<file path="config.mk">
export PLATFORM = sky130hd
export DESIGN_NAME = tpu_seq_ctrl_flat
export DESIGN_NICKNAME = d
export VERILOG_FILES = /design/src/rtl/tpu_seq_ctrl_if.sv /design/src/rtl/tpu_seq_ctrl.sv /design/src/flat_wrapper.sv
export SDC_FILE = /design/constraint.sdc
export NUM_CORES = 1
export LEC_CHECK = 0
export ABC_AREA = 1
export BUFFER_PORTS_ARGS = -buffer_cell sky130_fd_sc_hd__buf_2
export CORE_ASPECT_RATIO = 1.5
export CORE_MARGIN = 4
export CORE_UTILIZATION = 53
export DETAILED_ROUTE_END_ITERATION = 12
export HOLD_SLACK_MARGIN = 0.05
export MAX_ROUTING_LAYER = met4
export PLACE_DENSITY = 0.8
export SYNTH_ARGS = -nofsm -noshare
export SYNTH_HDL_FRONTEND = slang
export SYNTH_SLANG_ARGS = --single-unit
</file>
<file path="constraint.sdc">
create_clock -name clk -period 3.6 [get_ports clk]
set_input_delay 0.36 -clock clk [delete_from_list [all_inputs] [get_ports clk]]
set_output_delay 0.36 -clock clk [all_outputs]
set_load 0.03 [all_outputs]
</file>
<file path="src/rtl/tpu_seq_ctrl_if.sv">
// tpu_seq_ctrl_if
//   Bundles the command and control signals between a host and the TPU tile
//   sequencer.
//   master : the host side. It drives tpu_start/cfg_num_tiles and observes the rest.
//   slave  : the sequencer side. It receives the start request and drives the
//            SRAM addresses, array strobes, output-bank write enables and status.
//   Signals:
//     tpu_start      one-cycle start request
//     cfg_num_tiles  number of tiles to run
//     sram_raddr_w   weight-bank read address (shared by w0..w7)
//     sram_raddr_d   data-bank read address (shared by d0..d7)
//     w_load_en      array latches a weight row
//     d_valid        array consumes a data row
//     acc_clear      clear of the array accumulators
//     out_shift      array shifts out one result row
//     sram_we_a/b/c  output bank write enables
//     sram_waddr     output bank write address
//     busy           sequencer active
//     tpu_done       completion pulse
interface tpu_seq_ctrl_if #(
  parameter int RADDR_W = 10,
  parameter int WADDR_W = 6,
  parameter int TILE_W  = 8
) ();
  logic               tpu_start;
  logic [TILE_W-1:0]  cfg_num_tiles;
  logic [RADDR_W-1:0] sram_raddr_w;
  logic [RADDR_W-1:0] sram_raddr_d;
  logic               w_load_en;
  logic               d_valid;
  logic               acc_clear;
  logic               out_shift;
  logic               sram_we_a;
  logic               sram_we_b;
  logic               sram_we_c;
  logic [WADDR_W-1:0] sram_waddr;
  logic               busy;
  logic               tpu_done;

  modport master (
    output tpu_start, cfg_num_tiles,
    input  sram_raddr_w, sram_raddr_d, w_load_en, d_valid, acc_clear, out_shift,
    input  sram_we_a, sram_we_b, sram_we_c, sram_waddr, busy, tpu_done
  );

  modport slave (
    input  tpu_start, cfg_num_tiles,
    output sram_raddr_w, sram_raddr_d, w_load_en, d_valid, acc_clear, out_shift,
    output sram_we_a, sram_we_b, sram_we_c, sram_waddr, busy, tpu_done
  );
endinterface

</file>
<file path="src/rtl/tpu_seq_ctrl.sv">
// tpu_seq_ctrl
//   Tile sequencer for the systolic-array TPU core. A start request runs
//   cfg_num_tiles tiles back to back. Each tile has these phases:
//     LOAD_W : 1 entry cycle (acc_clear), then ARRAY_SIZE weight read addresses
//     FEED   : ARRAY_SIZE data read addresses
//     DRAIN  : 2*ARRAY_SIZE-1 quiet cycles while the array pipeline empties
//     WRITE  : ARRAY_SIZE result rows into output bank (tile mod 3)
//   Then one DONE cycle pulses tpu_done.
//   Each tile takes 5*ARRAY_SIZE cycles.
//   Ports:
//     clk    rising-edge clock
//     srstn  synchronous reset, active low
//     bus    tpu_seq_ctrl_if slave modport (start/config in; addresses, strobes
//            and status out)
//   All outputs come straight from flops. The strobes are 0 outside their phase.
//   The addresses hold their last value outside their phase.
module tpu_seq_ctrl #(
  parameter int ARRAY_SIZE = 32,
  parameter int RADDR_W    = 10,
  parameter int WADDR_W    = 6,
  parameter int TILE_W     = 8
) (
  input  logic          clk,
  input  logic          srstn,
  tpu_seq_ctrl_if.slave bus
);

  // cnt must reach 2*ARRAY_SIZE-2 (the last DRAIN cycle)
  localparam int CNT_W = $clog2(2 * ARRAY_SIZE);

  localparam logic [CNT_W-1:0]   CNT_ZERO   = CNT_W'(32'd0);
  localparam logic [CNT_W-1:0]   CNT_ONE    = CNT_W'(32'd1);
  // LOAD_W runs cnt 0..ARRAY_SIZE: cnt 0 is the acc_clear entry cycle
  localparam logic [CNT_W-1:0]   LOAD_LAST  = CNT_W'(ARRAY_SIZE);
  localparam logic [CNT_W-1:0]   PHASE_LAST = CNT_W'(ARRAY_SIZE - 1);
  localparam logic [CNT_W-1:0]   DRAIN_LAST = CNT_W'(2 * ARRAY_SIZE - 2);
  localparam logic [TILE_W-1:0]  TILE_ZERO  = TILE_W'(32'd0);
  localparam logic [TILE_W-1:0]  TILE_ONE   = TILE_W'(32'd1);
  localparam logic [RADDR_W-1:0] RADDR_ZERO = RADDR_W'(32'd0);
  localparam logic [RADDR_W-1:0] RSTEP      = RADDR_W'(ARRAY_SIZE);
  localparam logic [WADDR_W-1:0] WADDR_ZERO = WADDR_W'(32'd0);
  localparam logic [WADDR_W-1:0] WSTEP      = WADDR_W'(ARRAY_SIZE);

  typedef enum logic [2:0] {
    ST_IDLE   = 3'd0,
    ST_LOAD_W = 3'd1,
    ST_FEED   = 3'd2,
    ST_DRAIN  = 3'd3,
    ST_WRITE  = 3'd4,
    ST_DONE   = 3'd5
  } state_e;

  state_e             state_q,  state_d;
  logic [CNT_W-1:0]   cnt_q,    cnt_d;
  logic [TILE_W-1:0]  tile_q,   tile_d;
  logic [TILE_W-1:0]  ntiles_q, ntiles_d;
  // rbase = tile*ARRAY_SIZE mod 2^RADDR_W, kept incrementally
  logic [RADDR_W-1:0] rbase_q,  rbase_d;
  // wbase = (tile/3)*ARRAY_SIZE mod 2^WADDR_W; bank = tile mod 3
  logic [WADDR_W-1:0] wbase_q,  wbase_d;
  logic [1:0]         bank_q,   bank_d;
  logic [TILE_W-1:0]  tile_inc;

  logic [RADDR_W-1:0] raddr_w_q,  raddr_w_d;
  logic [RADDR_W-1:0] raddr_d_q,  raddr_d_d;
  logic [WADDR_W-1:0] waddr_q,    waddr_d;
  logic               w_load_en_q, w_load_en_d;
  logic               d_valid_q,   d_valid_d;
  logic               acc_clear_q, acc_clear_d;
  logic               out_shift_q, out_shift_d;
  logic               we_a_q, we_a_d;
  logic               we_b_q, we_b_d;
  logic               we_c_q, we_c_d;
  logic               busy_q, busy_d;
  logic               done_q, done_d;

  assign tile_inc = tile_q + TILE_ONE;

  // State register and tile bookkeeping
  always_ff @(posedge clk) begin
    if (!srstn) begin
      state_q  <= ST_IDLE;
      cnt_q    <= CNT_ZERO;
      tile_q   <= TILE_ZERO;
      ntiles_q <= TILE_ZERO;
      rbase_q  <= RADDR_ZERO;
      wbase_q  <= WADDR_ZERO;
      bank_q   <= 2'd0;
    end else begin
      state_q  <= state_d;
      cnt_q    <= cnt_d;
      tile_q   <= tile_d;
      ntiles_q <= ntiles_d;
      rbase_q  <= rbase_d;
      wbase_q  <= wbase_d;
      bank_q   <= bank_d;
    end
  end

  // Next-state and counter logic
  always_comb begin
    state_d  = state_q;
    cnt_d    = cnt_q;
    tile_d   = tile_q;
    ntiles_d = ntiles_q;
    rbase_d  = rbase_q;
    wbase_d  = wbase_q;
    bank_d   = bank_q;
    case (state_q)
      ST_IDLE: begin
        if (bus.tpu_start) begin
          ntiles_d = bus.cfg_num_tiles;
          tile_d   = TILE_ZERO;
          rbase_d  = RADDR_ZERO;
          wbase_d  = WADDR_ZERO;
          bank_d   = 2'd0;
          cnt_d    = CNT_ZERO;
          if (bus.cfg_num_tiles == TILE_ZERO) begin
            state_d = ST_DONE;
          end else begin
            state_d = ST_LOAD_W;
          end
        end else begin
          state_d = ST_IDLE;
        end
      end
      ST_LOAD_W: begin
        if (cnt_q == LOAD_LAST) begin
          state_d = ST_FEED;
          cnt_d   = CNT_ZERO;
        end else begin
          cnt_d = cnt_q + CNT_ONE;
        end
      end
      ST_FEED: begin
        if (cnt_q == PHASE_LAST) begin
          state_d = ST_DRAIN;
          cnt_d   = CNT_ZERO;
        end else begin
          cnt_d = cnt_q + CNT_ONE;
        end
      end
      ST_DRAIN: begin
        if (cnt_q == DRAIN_LAST) begin
          state_d = ST_WRITE;
          cnt_d   = CNT_ZERO;
        end else begin
          cnt_d = cnt_q + CNT_ONE;
        end
      end
      ST_WRITE: begin
        if (cnt_q == PHASE_LAST) begin
          cnt_d   = CNT_ZERO;
          tile_d  = tile_inc;
          rbase_d = rbase_q + RSTEP;
          // A full a/b/c rotation moves the write window up by one tile
          if (bank_q == 2'd2) begin
            bank_d  = 2'd0;
            wbase_d = wbase_q + WSTEP;
          end else begin
            bank_d  = bank_q + 2'd1;
            wbase_d = wbase_q;
          end
          if (tile_inc == ntiles_q) begin
            state_d = ST_DONE;
          end else begin
            state_d = ST_LOAD_W;
          end
        end else begin
          cnt_d = cnt_q + CNT_ONE;
        end
      end
      ST_DONE: begin
        state_d = ST_IDLE;
      end
      default: begin
        state_d = ST_IDLE;
        cnt_d   = CNT_ZERO;
      end
    endcase
  end

  // Output decode
  // Addresses and phase strobes are computed from the next state so that,
  // once registered, they line up with state_q. The SRAM-aligned strobes
  // (w_load_en, d_valid) use the current state, which gives them one cycle of
  // lag behind their address.
  always_comb begin
    acc_clear_d = (state_d == ST_LOAD_W) && (cnt_d == CNT_ZERO);
    w_load_en_d = (state_q == ST_LOAD_W) && (cnt_q != CNT_ZERO);
    d_valid_d   = (state_q == ST_FEED);
    out_shift_d = (state_d == ST_WRITE);
    we_a_d      = out_shift_d && (bank_d == 2'd0);
    we_b_d      = out_shift_d && (bank_d == 2'd1);
    we_c_d      = out_shift_d && (bank_d == 2'd2);
    busy_d      = (state_d != ST_IDLE) && (state_d != ST_DONE);
    done_d      = (state_d == ST_DONE);
    if ((state_d == ST_LOAD_W) && (cnt_d != CNT_ZERO)) begin
      raddr_w_d = rbase_d + RADDR_W'(cnt_d - CNT_ONE);
    end else begin
      raddr_w_d = raddr_w_q;
    end
    if (state_d == ST_FEED) begin
      raddr_d_d = rbase_d + RADDR_W'(cnt_d);
    end else begin
      raddr_d_d = raddr_d_q;
    end
    if (out_shift_d) begin
      waddr_d = wbase_d + WADDR_W'(cnt_d);
    end else begin
      waddr_d = waddr_q;
    end
  end

  // Output registers
  always_ff @(posedge clk) begin
    if (!srstn) begin
      raddr_w_q   <= RADDR_ZERO;
      raddr_d_q   <= RADDR_ZERO;
      waddr_q     <= WADDR_ZERO;
      w_load_en_q <= 1'b0;
      d_valid_q   <= 1'b0;
      acc_clear_q <= 1'b0;
      out_shift_q <= 1'b0;
      we_a_q      <= 1'b0;
      we_b_q      <= 1'b0;
      we_c_q      <= 1'b0;
      busy_q      <= 1'b0;
      done_q      <= 1'b0;
    end else begin
      raddr_w_q   <= raddr_w_d;
      raddr_d_q   <= raddr_d_d;
      waddr_q     <= waddr_d;
      w_load_en_q <= w_load_en_d;
      d_valid_q   <= d_valid_d;
      acc_clear_q <= acc_clear_d;
      out_shift_q <= out_shift_d;
      we_a_q      <= we_a_d;
      we_b_q      <= we_b_d;
      we_c_q      <= we_c_d;
      busy_q      <= busy_d;
      done_q      <= done_d;
    end
  end

  assign bus.sram_raddr_w = raddr_w_q;
  assign bus.sram_raddr_d = raddr_d_q;
  assign bus.sram_waddr   = waddr_q;
  assign bus.w_load_en    = w_load_en_q;
  assign bus.d_valid      = d_valid_q;
  assign bus.acc_clear    = acc_clear_q;
  assign bus.out_shift    = out_shift_q;
  assign bus.sram_we_a    = we_a_q;
  assign bus.sram_we_b    = we_b_q;
  assign bus.sram_we_c    = we_c_q;
  assign bus.busy         = busy_q;
  assign bus.tpu_done     = done_q;

endmodule

</file>
<file path="src/flat_wrapper.sv">
// flat-port wrapper written by rule: the top's interface ports become plain ports
module tpu_seq_ctrl_flat 
#(
  parameter int ARRAY_SIZE = 32,
  parameter int RADDR_W    = 10,
  parameter int WADDR_W    = 6,
  parameter int TILE_W     = 8
)
  (clk, srstn, bus_tpu_start, bus_cfg_num_tiles, bus_sram_raddr_w, bus_sram_raddr_d, bus_w_load_en, bus_d_valid, bus_acc_clear, bus_out_shift, bus_sram_we_a, bus_sram_we_b, bus_sram_we_c, bus_sram_waddr, bus_busy, bus_tpu_done);
  tpu_seq_ctrl_if #(.RADDR_W(RADDR_W), .WADDR_W(WADDR_W), .TILE_W(TILE_W)) bus_i ();
  input  logic clk;
  input  logic srstn;
  input wire logic [$bits(bus_i.tpu_start)-1:0] bus_tpu_start;
  input wire logic [$bits(bus_i.cfg_num_tiles)-1:0] bus_cfg_num_tiles;
  output wire logic [$bits(bus_i.sram_raddr_w)-1:0] bus_sram_raddr_w;
  output wire logic [$bits(bus_i.sram_raddr_d)-1:0] bus_sram_raddr_d;
  output wire logic [$bits(bus_i.w_load_en)-1:0] bus_w_load_en;
  output wire logic [$bits(bus_i.d_valid)-1:0] bus_d_valid;
  output wire logic [$bits(bus_i.acc_clear)-1:0] bus_acc_clear;
  output wire logic [$bits(bus_i.out_shift)-1:0] bus_out_shift;
  output wire logic [$bits(bus_i.sram_we_a)-1:0] bus_sram_we_a;
  output wire logic [$bits(bus_i.sram_we_b)-1:0] bus_sram_we_b;
  output wire logic [$bits(bus_i.sram_we_c)-1:0] bus_sram_we_c;
  output wire logic [$bits(bus_i.sram_waddr)-1:0] bus_sram_waddr;
  output wire logic [$bits(bus_i.busy)-1:0] bus_busy;
  output wire logic [$bits(bus_i.tpu_done)-1:0] bus_tpu_done;
  assign bus_i.tpu_start = bus_tpu_start;
  assign bus_i.cfg_num_tiles = bus_cfg_num_tiles;
  assign bus_sram_raddr_w = bus_i.sram_raddr_w;
  assign bus_sram_raddr_d = bus_i.sram_raddr_d;
  assign bus_w_load_en = bus_i.w_load_en;
  assign bus_d_valid = bus_i.d_valid;
  assign bus_acc_clear = bus_i.acc_clear;
  assign bus_out_shift = bus_i.out_shift;
  assign bus_sram_we_a = bus_i.sram_we_a;
  assign bus_sram_we_b = bus_i.sram_we_b;
  assign bus_sram_we_c = bus_i.sram_we_c;
  assign bus_sram_waddr = bus_i.sram_waddr;
  assign bus_busy = bus_i.busy;
  assign bus_tpu_done = bus_i.tpu_done;
  tpu_seq_ctrl #(.ARRAY_SIZE(ARRAY_SIZE), .RADDR_W(RADDR_W), .WADDR_W(WADDR_W), .TILE_W(TILE_W)) u_core (.clk(clk), .srstn(srstn), .bus(bus_i));
endmodule
</file>
### Yosys cells after proc, flatten, opt, wreduce, memory -nomap -nowiden

Cells that the tools add are included.

* register bits: 78

* add/subtract/negate cells: 9
* reductions and logical operators: 18
* equality and inequality tests: 19
* muxes and demuxes: 27

Operators with widths (number)
* 6-bit 2-to-1 mux: 7
* 6-bit one-hot mux with 5 select lines: 1
* 3-bit 2-to-1 mux: 7
* 10-bit 2-to-1 mux: 2
* 10-bit one-hot mux with 2 select lines: 1
* 8-bit 2-to-1 mux: 2
* 8-bit one-hot mux with 2 select lines: 1
* 3-bit one-hot mux with 5 select lines: 1
* 3-bit == test, second input constant: 4
* 6-bit == test, second input constant: 2
* 6-bit one-hot mux with 2 select lines: 1
* 6-bit nonzero test: 2
* 10-bit adder: 1
* 10-bit by 6-bit adder with 10-bit output: 1
* 10-bit by 6-bit adder with 10-bit output, second input constant: 1
* 3-bit by 2-bit == test with 1-bit output, second input constant: 3
* 8-bit by 1-bit adder with 8-bit output, second input constant: 1
* 8-bit == test: 1
* 8-bit logical NOT: 1
* 1-bit logical AND: 7
* 6-bit by 1-bit subtractor with 7-bit output, second input constant: 1
* 6-bit by 1-bit adder with 6-bit output, second input constant: 1
* 6-bit adder: 1
* 6-bit adder, second input constant: 1
* 18 further kinds: 22

### Depth between registers and ports, before layout

Gate-level depths: netlist of run 1.

* depth in word-level cells: 7
* mapped depth: 25

### Least setup slack after synthesis of run 1

OpenSTA, ideal clock, no wires.

* path kind: flip-flop to flip-flop
* start point: register u_core.cnt_q[1]
* end point: register u_core.raddr_w_q[9] (netlist: u_core.bus.sram_raddr_w[9])
* clock period less this slack: 3.449 ns
* setup time: 0.117 ns
* arrival: 3.332 ns
* path slack: 0.151 ns
* cell stages (with the launch flop): 24
* cells stage by stage: dfxtp_1 ha_1 inv_1 nor2_4 nand2_4 nand2_2 nand3_2 a22oi_1 ha_1 nand3_2 nor2_8 xor2_1 ha_1 nand2_1 o21ai_0 a21oi_1 o21bai_1 nand3_2 nand2_1 nand2_1 nand3_1 nand2_1 nor2_1 nor2_1

* cells in the longest elaborated chain, start to end: 5

RTL lines
* start, declared: RTL line tpu_seq_ctrl.sv:54 `logic [CNT_W-1:0] cnt_q, cnt_d;`
* start signal, assigned: RTL line tpu_seq_ctrl.sv:91 `cnt_q <= cnt_d;`
* 6-bit by 1-bit adder with 6-bit output, or another cell as far along
* 6-bit 2-to-1 mux, or another cell as far along: RTL line tpu_seq_ctrl.sv:136, tpu_seq_ctrl.sv:152
* 6-bit one-hot mux with 5 select lines / 3-bit one-hot mux with 5 select lines (equally long branches): RTL line tpu_seq_ctrl.sv:109 `case (state_q)`
* 6-bit by 1-bit subtractor with 7-bit output, or another cell as far along: RTL line tpu_seq_ctrl.sv:199 `raddr_w_d = rbase_d + RADDR_W'(cnt_d - CNT_ONE);`
* 10-bit adder / 1-bit logical AND (equally long branches): RTL line tpu_seq_ctrl.sv:199, tpu_seq_ctrl.sv:198
* end signal, assigned: RTL line tpu_seq_ctrl.sv:231 `raddr_w_q <= raddr_w_d;`
* end, declared: RTL line tpu_seq_ctrl.sv:64 `logic [RADDR_W-1:0] raddr_w_q, raddr_w_d;`

Several ways; a longest one is shown, not always the timed one.
A chain may end at the register's enable or synchronous reset.

### Worst setup path in the final report of run 1

* start point: register u_core.cnt_q[1]
* end point: register u_core.raddr_w_q[9] (netlist: u_core.bus.sram_raddr_w[9])

* cells in the longest elaborated chain, start to end: 5

RTL lines (RTL line)
* 6-bit by 5-bit == test with 1-bit output, or another cell as far along: tpu_seq_ctrl.sv:136, tpu_seq_ctrl.sv:152
* 6-bit 2-to-1 mux (on tied branches)
* 6-bit one-hot mux with 5 select lines (*): tpu_seq_ctrl.sv:109
* net u_core.cnt_d[0]: tpu_seq_ctrl.sv:54
* 6-bit by 1-bit subtractor with 7-bit output / 6-bit nonzero test (equally long branches): tpu_seq_ctrl.sv:199, tpu_seq_ctrl.sv:198
* 10-bit adder / 1-bit logical AND (equally long branches): tpu_seq_ctrl.sv:199, tpu_seq_ctrl.sv:198

Mark *: on every way through the listed nets, which the timed path passes. The rest lies on a longest branch.

==> results of run 1 <==
[cells in the mapped netlist (8+ instances only)]
master | instances | area (sq um)
o21ai_0 | 39 | 195
dfxtp_1 | 78 | 1560
xor2_1 | 20 | 175
ha_1 | 26 | 325
clkbuf_1 | 11 | 41.3
a21oi_1 | 53 | 265
nand2_1 | 95 | 357
xnor2_1 | 9 | 78.8
nand3_1 | 20 | 100
inv_2 | 8 | 30.0
nor2_1 | 62 | 233
nand2_2 | 8 | 50.1
inv_1 | 67 | 251
[placed cells by master (no fill, tap or decap), types with 3 or more instances in the layout]
| cell type | synthesis | routed |
|---|---|---|
| nand3_2 | 6 | 6 |
| nor2_2 | 4 | 4 |
| nand3_1 | 20 | 19 |
| nand2_4 | 7 | 7 |
| o21ai_2 | 3 | 4 |
| inv_2 | 8 | 9 |
| xor2_1 | 20 | 20 |
| nand2_2 | 8 | 11 |
| dfxtp_1 | 78 | 73 |
| nand2_1 | 95 | 92 |
| a21oi_1 | 53 | 51 |
| ha_1 | 26 | 24 |
| nor3_1 | 7 | 6 |
| nor2_4 | 4 | 5 |
| buf_4 | 2 | 11 |
| xnor2_1 | 9 | 9 |
| dfxtp_2 | 0 | 5 |
| nand4_1 | 5 | 5 |
| o21ai_1 | 3 | 4 |
| o21ai_0 | 39 | 37 |
| nor2_1 | 62 | 61 |
| nor3_2 | 2 | 3 |
| clkbuf_16 | 0 | 9 |
| inv_1 | 67 | 66 |
| buf_2 | 1 | 45 |
[sequential cells by signal, indices dropped and copies added (netlist names)]
signal	cells
u_core.rbase_q	10
u_core.bus.sram_raddr_d	10
u_core.bus.w_load_en	1
u_core.bus.sram_we_b	1
u_core.wbase_q	6
u_core.bus.out_shift	1
u_core.bus.sram_we_c	1
u_core.bus.sram_waddr	6
u_core.tile_q	8
u_core.ntiles_q	8
u_core.bus.d_valid	1
u_core.bus.sram_raddr_w	10
u_core.state_q	3
u_core.cnt_q	6
u_core.bus.sram_we_a	1
u_core.bank_q	2
u_core.bus.tpu_done	1
u_core.bus.acc_clear	1
u_core.bus.busy	1
[kinds of logic after synthesis]
group	after synthesis	synth area share, %
compound gates	113	14.4
simple gates	229	26.3
buf+inv	93	8.61
flops	78	35.7
fa+ha+maj	29	8.82
xor+xnor	30	6.18
[final cells by class]
type	count	area share, %
multi-input combinational	401	48.9
sequential	78	30.8
timing repair buffer	56	6.04
inverter	77	5.75
clock buffer	11	4.76
tap	105	2.58
clock inverter	5	1.15
[per-layer routing]
layer / share of wire [%] / up-vias / GRT usage [%]
li1: - / 1944 / -
met1: 39 / 1802 / 25.1
met2: 53 / 131 / 40.6
met3: 4.7 / 29 / 4.39
met4: 3.7 / 0 / 11.2
met5: 0 / - / -
[final timing paths]
kind | from | endpoint | slack, ns
setup / recovery | u_core.cnt_q[1]$_SDFF_PN0_ | u_core.bus.sram_raddr_w[9]$_SDFFE_PN0P_ | 0.13
hold / removal | bus_cfg_num_tiles[4] | u_core.ntiles_q[4]$_SDFFE_PN0P_ | 0.27
setup reg to reg | u_core.cnt_q[1]$_SDFF_PN0_ | u_core.bus.sram_raddr_w[9]$_SDFFE_PN0P_ | 0.13
hold reg to reg | u_core.wbase_q[1]$_SDFF_PN0_ | u_core.wbase_q[1]$_SDFF_PN0_ | 0.45
[power breakdown]
group | switching (mW) | internal [mW]
Combinational | 0.201 | 0.104
Clock | 0.357 | 0.556
Sequential | 0.0167 | 0.893
Total | 0.574 | 1.55
[per-stage QoR]
step	TNS (ns)	setup slack, ns
CTS	0	0.0136
detailed placement	-0.0884	-0.0884
global placement	0	0.145
global route	-0.398	-0.211
finish	0	0.128
floorplan	0	0.151
[worst register-to-register path, cell delays in order, from the launching register on]
cell and delay, ns:
dfxtp_2 0.38, ha_2 0.22, inv_1 0.07, nor2_4 0.14, nand2_4 0.09, nand2_2 0.09, nand3_4 0.10, nor2_2 0.11
nor3_2 0.06, inv_2 0.08, ha_2 0.20, nand3_2 0.13, nor2_8 0.14, xor2_1 0.08, ha_1 0.35, nand2_1 0.09
o21ai_2 0.16, a21oi_1 0.09, o21bai_1 0.27, nand3_2 0.12, nand2_1 0.07, nand2_1 0.07, nand3_1 0.07, nand2_1 0.05
nor2_1 0.09, nor2_1 0.04
[repair_timing]
item / CTS / global route
gates resized for setup: 4 / 20
hold endpoints to repair: 0 / 0
setup buffers: 0 / 4
pin swaps: 0 / 5
setup endpoints to repair: 1 / 4
==> metrics, run 1 <==
status finished clean; Layout Nets 663; Antenna Nets Post-Route 0; Register Area 0.00157 sq mm; Placed Area 0.00470 sq mm; CP Max Fanout 5; Finished Layout Cells 733; GRT Overall Usage 23.5%; Setup-failing EPs final 0; Synth Net Count 612; FILL cells 702; routed vias/inst 5.33; Crit Path Category reg -> reg; Final Hold Slack ~0.27 ns; post-route clock period utilization 96.4%; Clock Skews 0.00977 ns; DR iter-0 viols 211; initial antenna violation count 0; DRC Markers 0; Congestion Overflow GR 0; leakage power 2.43 nW; Yosys Warn Count 0; final core utilization about 64%; number of cells on the critical path 25; asr flop ratio synth 0%; CTS sink count 78; Multi-input gate area between 0.002 and 0.0025 sq mm; # Max-Cap Violations 0; post-synthesis area per instance 7.64 sq um; sequential area share after synthesis 35.7%; Port Buffers 45; first-pass GRT wire length 17.3 mm; RD Place Congestion slightly above 0.9; Worst Path Arrival 3.70 ns; clk root buf clkbuf_16; cell total after placement 713; Ports 46; Main synth FF type dfxtp_1; Buf+Inv Stages, Crit Path 2; wire per inst 14.4 microns; CP delay by family, top simple AND/OR/NAND/NOR gates; Cells after Synth 572; Synth-to-Final Area Change 16.5%; vias in the first global route 3808; Setup crit end kind register; die width 82.2 microns; TritonCTS clock tree built; crit-path max cell delay 0.38 ns; Fmax approximately 290 MHz; Final Hold Fails 0; PwrDens 417 mW/mm^2; post-route cell area approximately 0.0051 sq mm; Worst Hold Depth 3; largest net degree at the start of global routing 32; share of post-route cells with drive strength above 1 23.1%; worst-case reg-to-reg path depth 25; Worst-Margin Slew around 1.0 ns; insertion delay to the later sink of the worst-skew pair 0.34 ns; most frequent CP cell nand2_1; relative slew slack approximately a third; htree depth 3; initial core utilization 54.6%; crit path time final around 3.5 ns; WP data required 3.83 ns; CP Launch Type register; Synth cell types 45; Slew Limit Fails 0; DRT Wirelength 10.6 mm; #FFs+latches synth 78; CTS max path bufs 2; worst hold path class in -> reg; HPWL after DPL just under 8 mm; hold buffers post-CTS 0; antenna cells 0; Die H 119 microns; cell row count 40; Overall Power 2.13 mW; Reg clk slew, reported paths approximately 0.060 ns; Core Region between 0.008 and 0.009 sq mm; total CTS buffers 9; EDFF count, synth 0; Slowest cell on crit path dfxtp_2; worst vdd ir 0.302 mV; drt pass-1 iters 5; Via Count slightly below 4000; Die Area 0.00980 sq mm; Post-Syn Area around 0.0044 sq mm
No activity file was read; power rests on OpenSTA's default activity.
==> run 2, diff against run 1 <==
- CORE_ASPECT_RATIO: 1.5 -> unset
- CTS_CLUSTER_SIZE: unset -> 30
==> metrics, run 2 (synthesis gave the netlist of run 1 again) <==
Slowest cell on crit path dfxtp_4 (was dfxtp_2); post-route clock period utilization 97.5% (was 96.4%); Ports 46 (unchanged); Antenna Nets Post-Route 0 (unchanged); # Max-Cap Violations 0 (unchanged); first-pass GRT wire length 16.8 mm (was 17.3 mm); Reg clk slew, reported paths 0.09 ns (was 0.06 ns); initial core utilization 55.4% (was 54.6%); routed vias/inst 5.24 (was 5.33); TritonCTS clock tree built (unchanged); PwrDens 393 mW/mm^2 (was 417 mW/mm^2); Worst Path Arrival 3.77 ns (was 3.70 ns); Via Count 3817 (was 3906); relative slew slack 51.5% (was 32.5%); DRC Markers 0 (unchanged); FF-to-FF setup slack 0.09 ns (was 0.13 ns); Synth-to-Final Area Change 14.7% (was 16.5%); CP Launch Type register (unchanged); worst setup path endpoint u_core.bus.sram_raddr_w[9]$_SDFFE_PN0P_ (unchanged); cell row count 32 (was 40); Worst-Margin Slew 0.720 ns (was 1.01 ns); Final Hold Slack 0.254 ns (was 0.272 ns); initial antenna violation count 0 (unchanged); wire per inst 13.9 microns (was 14.4 microns); DR iter-0 viols 216 (was 211); Setup crit end kind register (unchanged); worst vdd ir 0.231 mV (was 0.302 mV); die width 98.8 microns (was 82.2 microns); insertion delay to the later sink of the worst-skew pair 0.36 ns (was 0.34 ns); Worst Hold Depth 3 (unchanged); drt pass-1 iters 4 (was 5); Layout Nets 662 (was 663); HPWL after DPL 7.26 mm (was 7.76 mm); worst-case reg-to-reg path depth 24 (was 25); Die H 98.8 microns (was 119 microns); clk root buf clkbuf_8 (was clkbuf_16); Crit Path Category reg -> reg (unchanged); final setup TNS 0 ns (unchanged); Fmax 285 MHz (was 288 MHz); share of post-route cells with drive strength above 1 22.2% (was 23.1%); hold buffers post-CTS 0 (unchanged); most frequent CP cell nand2_1 (unchanged); vias in the first global route 3755 (was 3808); CTS max path bufs 2 (unchanged); Place WS -0.00706 ns (was -0.0884 ns); Crit Reg-Reg Startpoint u_core.cnt_q[0]$_SDFF_PN0_ (was u_core.cnt_q[1]$_SDFF_PN0_); Hold Crit Start bus_cfg_num_tiles[4] (unchanged); status finished clean (unchanged); Slew Limit Fails 0 (unchanged); CP Max Fanout 4 (was 5); largest net degree at the start of global routing 50 (was 32); critical path cell sequence inv_1, ha_1, nand3_2, o21ai_4, nand3_4, nor2_2, nor3_2, inv_1, ha_2, nand3_2, nor2_8, xor2_1, ha_1, nand2_1, o21ai_1, a21oi_1, o21bai_1, nand3_2, nand2_1, nand2_1, nand3_1, nand2_1, nor2_1, nor2_1; r2r endpoint u_core.bus.sram_raddr_w[9]$_SDFFE_PN0P_ (unchanged); commonest non-fill, non-tap cell in the layout nand2_1 (unchanged); WP data required 3.86 ns (was 3.83 ns); CTS sink count 78 (unchanged); worst hold path class in -> reg (unchanged); Final Hold Fails 0 (unchanged); leakage power 2.41 nW (was 2.43 nW); Setup crit start u_core.cnt_q[0]$_SDFF_PN0_ (was u_core.cnt_q[1]$_SDFF_PN0_); antenna cells 0 (unchanged); Congestion Overflow GR 0 (unchanged); number of cells on the critical path 24 (was 25); Die Area 0.00977 sq mm (was 0.00980 sq mm); GRT Overall Usage 22.0% (was 23.5%); Clock Skews 0.0136 ns (was 0.00977 ns); Overall Power 1.97 mW (was 2.13 mW); commonest non-fill, non-tap cells in the layout nand2_1, dfxtp_1, inv_1 (unchanged); Buf+Inv Stages, Crit Path 2 (unchanged); Port Buffers 45 (unchanged); final worst slack 0.0912 ns (was 0.128 ns); CP delay by family, top simple AND/OR/NAND/NOR gates (unchanged); FILL cells 647 (was 702); RD Place Congestion 0.923 (was 0.906); crit-path max cell delay 0.37 ns (was 0.38 ns); Core Region 0.00789 sq mm (was 0.00801 sq mm); htree depth 3 (unchanged); Setup-failing EPs final 0 (unchanged); total CTS buffers 9 (unchanged); DRT Wirelength 10.1 mm (was 10.6 mm); crit path time final 3.51 ns (was 3.47 ns)
[run 2: cell count changes in the layout (fill, tap and decap cells not counted), moves of 2 or more]
cell        before  now
clkbuf_16        9    0
clkbuf_8         1   10
dfxtp_2          5    2
clkinvlp_4       2    0
dfxtp_4          0    2
nand2_1         92   94
nand2_2         11    9
o21ai_2          4    2
[run 2: layout make-up]
type	instances	area (sq um)	area share, %
multi-input cells	401	2490	49.7
flip-flops and latches	78	1570	31.4
repair buffers	55	300	5.99
inverters	77	293	5.84
clock buffers	10	138	2.75
well taps	102	128	2.55
clock inverters	6	93.8	1.87
[run 2: routing by layer]
| layer | share of wire (%) | GRT usage (%) | vias up |
|---|---|---|---|
| met5 | 0 | - | - |
| met4 | 3.4 | 10.8 | 0 |
| met3 | 5.4 | 4.32 | 29 |
| met2 | 48 | 35.4 | 113 |
| met1 | 44 | 26.4 | 1732 |
| li1 | - | - | 1943 |
[run 2: how the worst min path moves through the flow]
stage                                            to  slack [ns]
floorplan              u_core.rbase_q[0]$_SDFF_PN0_        0.43
global placement       u_core.wbase_q[4]$_SDFF_PN0_        0.43
detailed placement     u_core.wbase_q[4]$_SDFF_PN0_        0.44
CTS                 u_core.ntiles_q[4]$_SDFFE_PN0P_        0.25
global route        u_core.ntiles_q[4]$_SDFFE_PN0P_        0.25
finish              u_core.ntiles_q[4]$_SDFFE_PN0P_        0.25
[run 2: stage by stage]
stage / util, % / cell area [sq um] / std cells
after floorplan: - / 4370 / 572
after global placement: 59.5 / 4690 / 710
after detailed placement: 59.5 / 4690 / 710
after CTS: 62.5 / 4930 / 726
after global routing: 63.5 / 5010 / 729
final: 63.5 / 5010 / 729
[run 2: timing repair]
item	CTS	global route
gates resized for setup	1	20
setup endpoints to repair	1	4
pin swaps	0	4
setup buffers	0	3
[run 2: power breakdown]
part           total, mW  internal (mW)  switching, mW
Clock              0.756          0.415          0.341
Combinational      0.307          0.104          0.203
Sequential         0.907          0.890         0.0165
Total               1.97           1.41          0.560
[run 2: worst min-delay path: cells and delay by family]
kind	cells	cell delay, ns
compound gates	1	0.05
buf+inv	1	0.10
simple gates	1	0.05
==> run 3, diff against run 2 <==
- ABC_CLOCK_PERIOD_IN_PS: unset -> 3600
- CORE_MARGIN: 4 -> 10
==> metrics, run 3 (synthesis gave the netlist of run 1 again) <==
Final Hold Fails 0 (unchanged); routed vias/inst 5.18 (was 5.24); final worst slack 0.102 ns (was 0.0912 ns); Die H 111 microns (was 98.8 microns); Die Area 0.0123 sq mm (was 0.00977 sq mm); initial antenna violation count 0 (unchanged); worst vdd ir 0.252 mV (was 0.231 mV); commonest non-fill, non-tap cell in the layout nand2_1 (unchanged); # Max-Cap Violations 0 (unchanged); status finished clean (unchanged); leakage power 2.37 nW (was 2.41 nW); die width 111 microns (was 98.8 microns); crit path time final 3.50 ns (was 3.51 ns); first-pass GRT wire length 17.3 mm (was 16.8 mm); Worst-Margin Slew 0.641 ns (was 0.720 ns); drt pass-1 iters 4 (unchanged); Setup-failing EPs final 0 (unchanged); worst setup path endpoint u_core.bus.sram_raddr_w[7]$_SDFFE_PN0P_ (was u_core.bus.sram_raddr_w[9]$_SDFFE_PN0P_); PwrDens 372 mW/mm^2 (was 393 mW/mm^2); Synth-to-Final Area Change 13.4% (was 14.7%); Antenna Nets Post-Route 0 (unchanged); HPWL after DPL 7.69 mm (was 7.26 mm); Reg clk slew, reported paths 0.08 ns (was 0.09 ns); relative slew slack 56.8% (was 51.5%); WP data required 3.86 ns (about the same); Slew Limit Fails 0 (unchanged); FF-to-FF setup slack 0.10 ns (was 0.09 ns); Core Region 0.00813 sq mm (was 0.00789 sq mm); worst-case reg-to-reg path depth 20 (was 24); CTS sink count 78 (unchanged); CP Max Fanout 8 (was 4); DRT Wirelength 10.5 mm (was 10.1 mm); largest net degree at the start of global routing 48 (was 50); total CTS buffers 9 (unchanged); CP Launch Type register (unchanged); Internal 1.29 mW (was 1.41 mW); antenna cells 0 (unchanged); GRT Overall Usage 17.1% (was 22.0%); r2r endpoint u_core.bus.sram_raddr_w[7]$_SDFFE_PN0P_ (was u_core.bus.sram_raddr_w[9]$_SDFFE_PN0P_); Sw Pwr 560 uW (about the same); Worst Path Arrival 3.76 ns (was 3.77 ns); RD Place Congestion 0.901 (was 0.923); share of post-route cells with drive strength above 1 21.9% (was 22.2%); TritonCTS clock tree built (unchanged); combinational power share 16.8% (was 15.6%); cell row count 33 (was 32); Via Count 3793 (was 3817); Crit Path Category reg -> reg (unchanged); Placed Area 0.00470 sq mm (was 0.00469 sq mm); post-route cell area 0.00496 sq mm (was 0.00501 sq mm); insertion delay to the later sink of the worst-skew pair 0.37 ns (was 0.36 ns); DR iter-0 viols 164 (was 216); DRC Markers 0 (unchanged); Setup crit end kind register (unchanged); clk root buf clkbuf_8 (unchanged); Clock Skews 0.00709 ns (was 0.0136 ns); CTS max path bufs 2 (unchanged); commonest non-fill, non-tap cells in the layout nand2_1, dfxtp_1, inv_1 (unchanged); Flop pwr share 49.1% (was 46.1%); Place WS -0.00908 ns (was -0.00706 ns); Fmax 286 MHz (was 285 MHz); vias in the first global route 3834 (was 3755); wire per inst 14.3 microns (was 13.9 microns); Sw Share 30.4% (was 28.4%); Setup crit start u_core.state_q[1]$_SDFF_PN0_ (was u_core.cnt_q[0]$_SDFF_PN0_); Congestion Overflow GR 0 (unchanged); htree depth 3 (unchanged); initial core utilization 53.7% (was 55.4%); Overall Power 1.85 mW (was 1.97 mW); part of the power in the clock network 34.1% (was 38.4%); worst hold path class in -> reg (unchanged); Ports 46 (unchanged); Layout Nets 662 (unchanged); Port Buffers 45 (unchanged); Crit Reg-Reg Startpoint u_core.state_q[1]$_SDFF_PN0_ (was u_core.cnt_q[0]$_SDFF_PN0_); hold buffers post-CTS 0 (unchanged); post-route clock period utilization 97.2% (was 97.5%)
-- run 3: layout make-up --
| type | instances | area [sq um] |
|---|---|---|
| Clock buffer | 12 | 155 |
| Clock inverter | 4 | 31.3 |
| Fill cell | 715 | 3180 |
| Inverter | 77 | 293 |
| Multi-Input combinational cell | 401 | 2480 |
| Sequential cell | 78 | 1570 |
| Tap cell | 105 | 131 |
| Timing Repair Buffer | 55 | 300 |
-- run 3: layer usage --
metal | vias to the layer above | routed length [microns] | share of wire [%] | global-route usage, %
met3 | 25 | 569 | 5.4 | 4.06
li1 | 1939 | - | - | -
met5 | - | 0 | 0 | -
met2 | 93 | 4910 | 47 | 26.4
met1 | 1736 | 4640 | 44 | 19.6
met4 | 0 | 355 | 3.4 | 10.6
-- run 3: stage by stage --
step	hold slack (ns)	setup TNS [ns]	utilization, %	cells
global route	0.273	-0.175	60.9	732
floorplan	0.426	0	-	572
finish	0.248	0	60.9	732
CTS	0.243	0	60.1	729
global placement	0.437	0	57.7	713
detailed placement	0.438	-0.00908	57.7	713
-- run 3: worst min path at each step --
stage	slack (ns)	cells past startpoint	startpoint	to
detailed placement	0.44	2	u_core.wbase_q[1]$_SDFF_PN0_	u_core.wbase_q[1]$_SDFF_PN0_
finish	0.25	3	bus_cfg_num_tiles[0]	u_core.ntiles_q[0]$_SDFFE_PN0P_
global route	0.27	3	bus_cfg_num_tiles[1]	u_core.ntiles_q[1]$_SDFFE_PN0P_
CTS	0.24	3	bus_cfg_num_tiles[0]	u_core.ntiles_q[0]$_SDFFE_PN0P_
global placement	0.44	2	u_core.wbase_q[2]$_SDFF_PN0_	u_core.wbase_q[2]$_SDFF_PN0_
floorplan	0.43	2	u_core.rbase_q[0]$_SDFF_PN0_	u_core.rbase_q[0]$_SDFF_PN0_
-- run 3: critical path, stage by stage (launching register included) --
cell and delay [ns]:
dfxtp_2 0.46, nand2_1 0.11, nor2_2 0.20, o21ai_4 0.11, nand3_4 0.12, nor2_2 0.05, nor3_2 0.23, inv_1 0.10
ha_1 0.25, nand3_2 0.12, nor2_8 0.05, xor2_1 0.14, ha_1 0.34, a21oi_1 0.22, o21ai_2 0.12, a21oi_2 0.12
o21bai_1 0.11, buf_4 0.14, a21o_2 0.17, a21oi_1 0.15, nor2_1 0.07
-- run 3: what timing repair did --
action,4_1_cts,5_1_grt
endpoints found under the setup margin,1,4
pin swaps,0,6
buffers inserted,0,3
gates resized for setup,1,15
-- run 3: power by group through the flow --
stage          registers, mW  logic (mW)  clock network (mW)
2_1_floorplan          0.964       0.178                   0
3_3_place_gp           0.925       0.286                   0
3_5_place_dp           0.927       0.292                   0
4_1_cts                0.906       0.296               0.639
5_1_grt                0.911       0.341               0.676
6_report               0.907       0.310               0.629
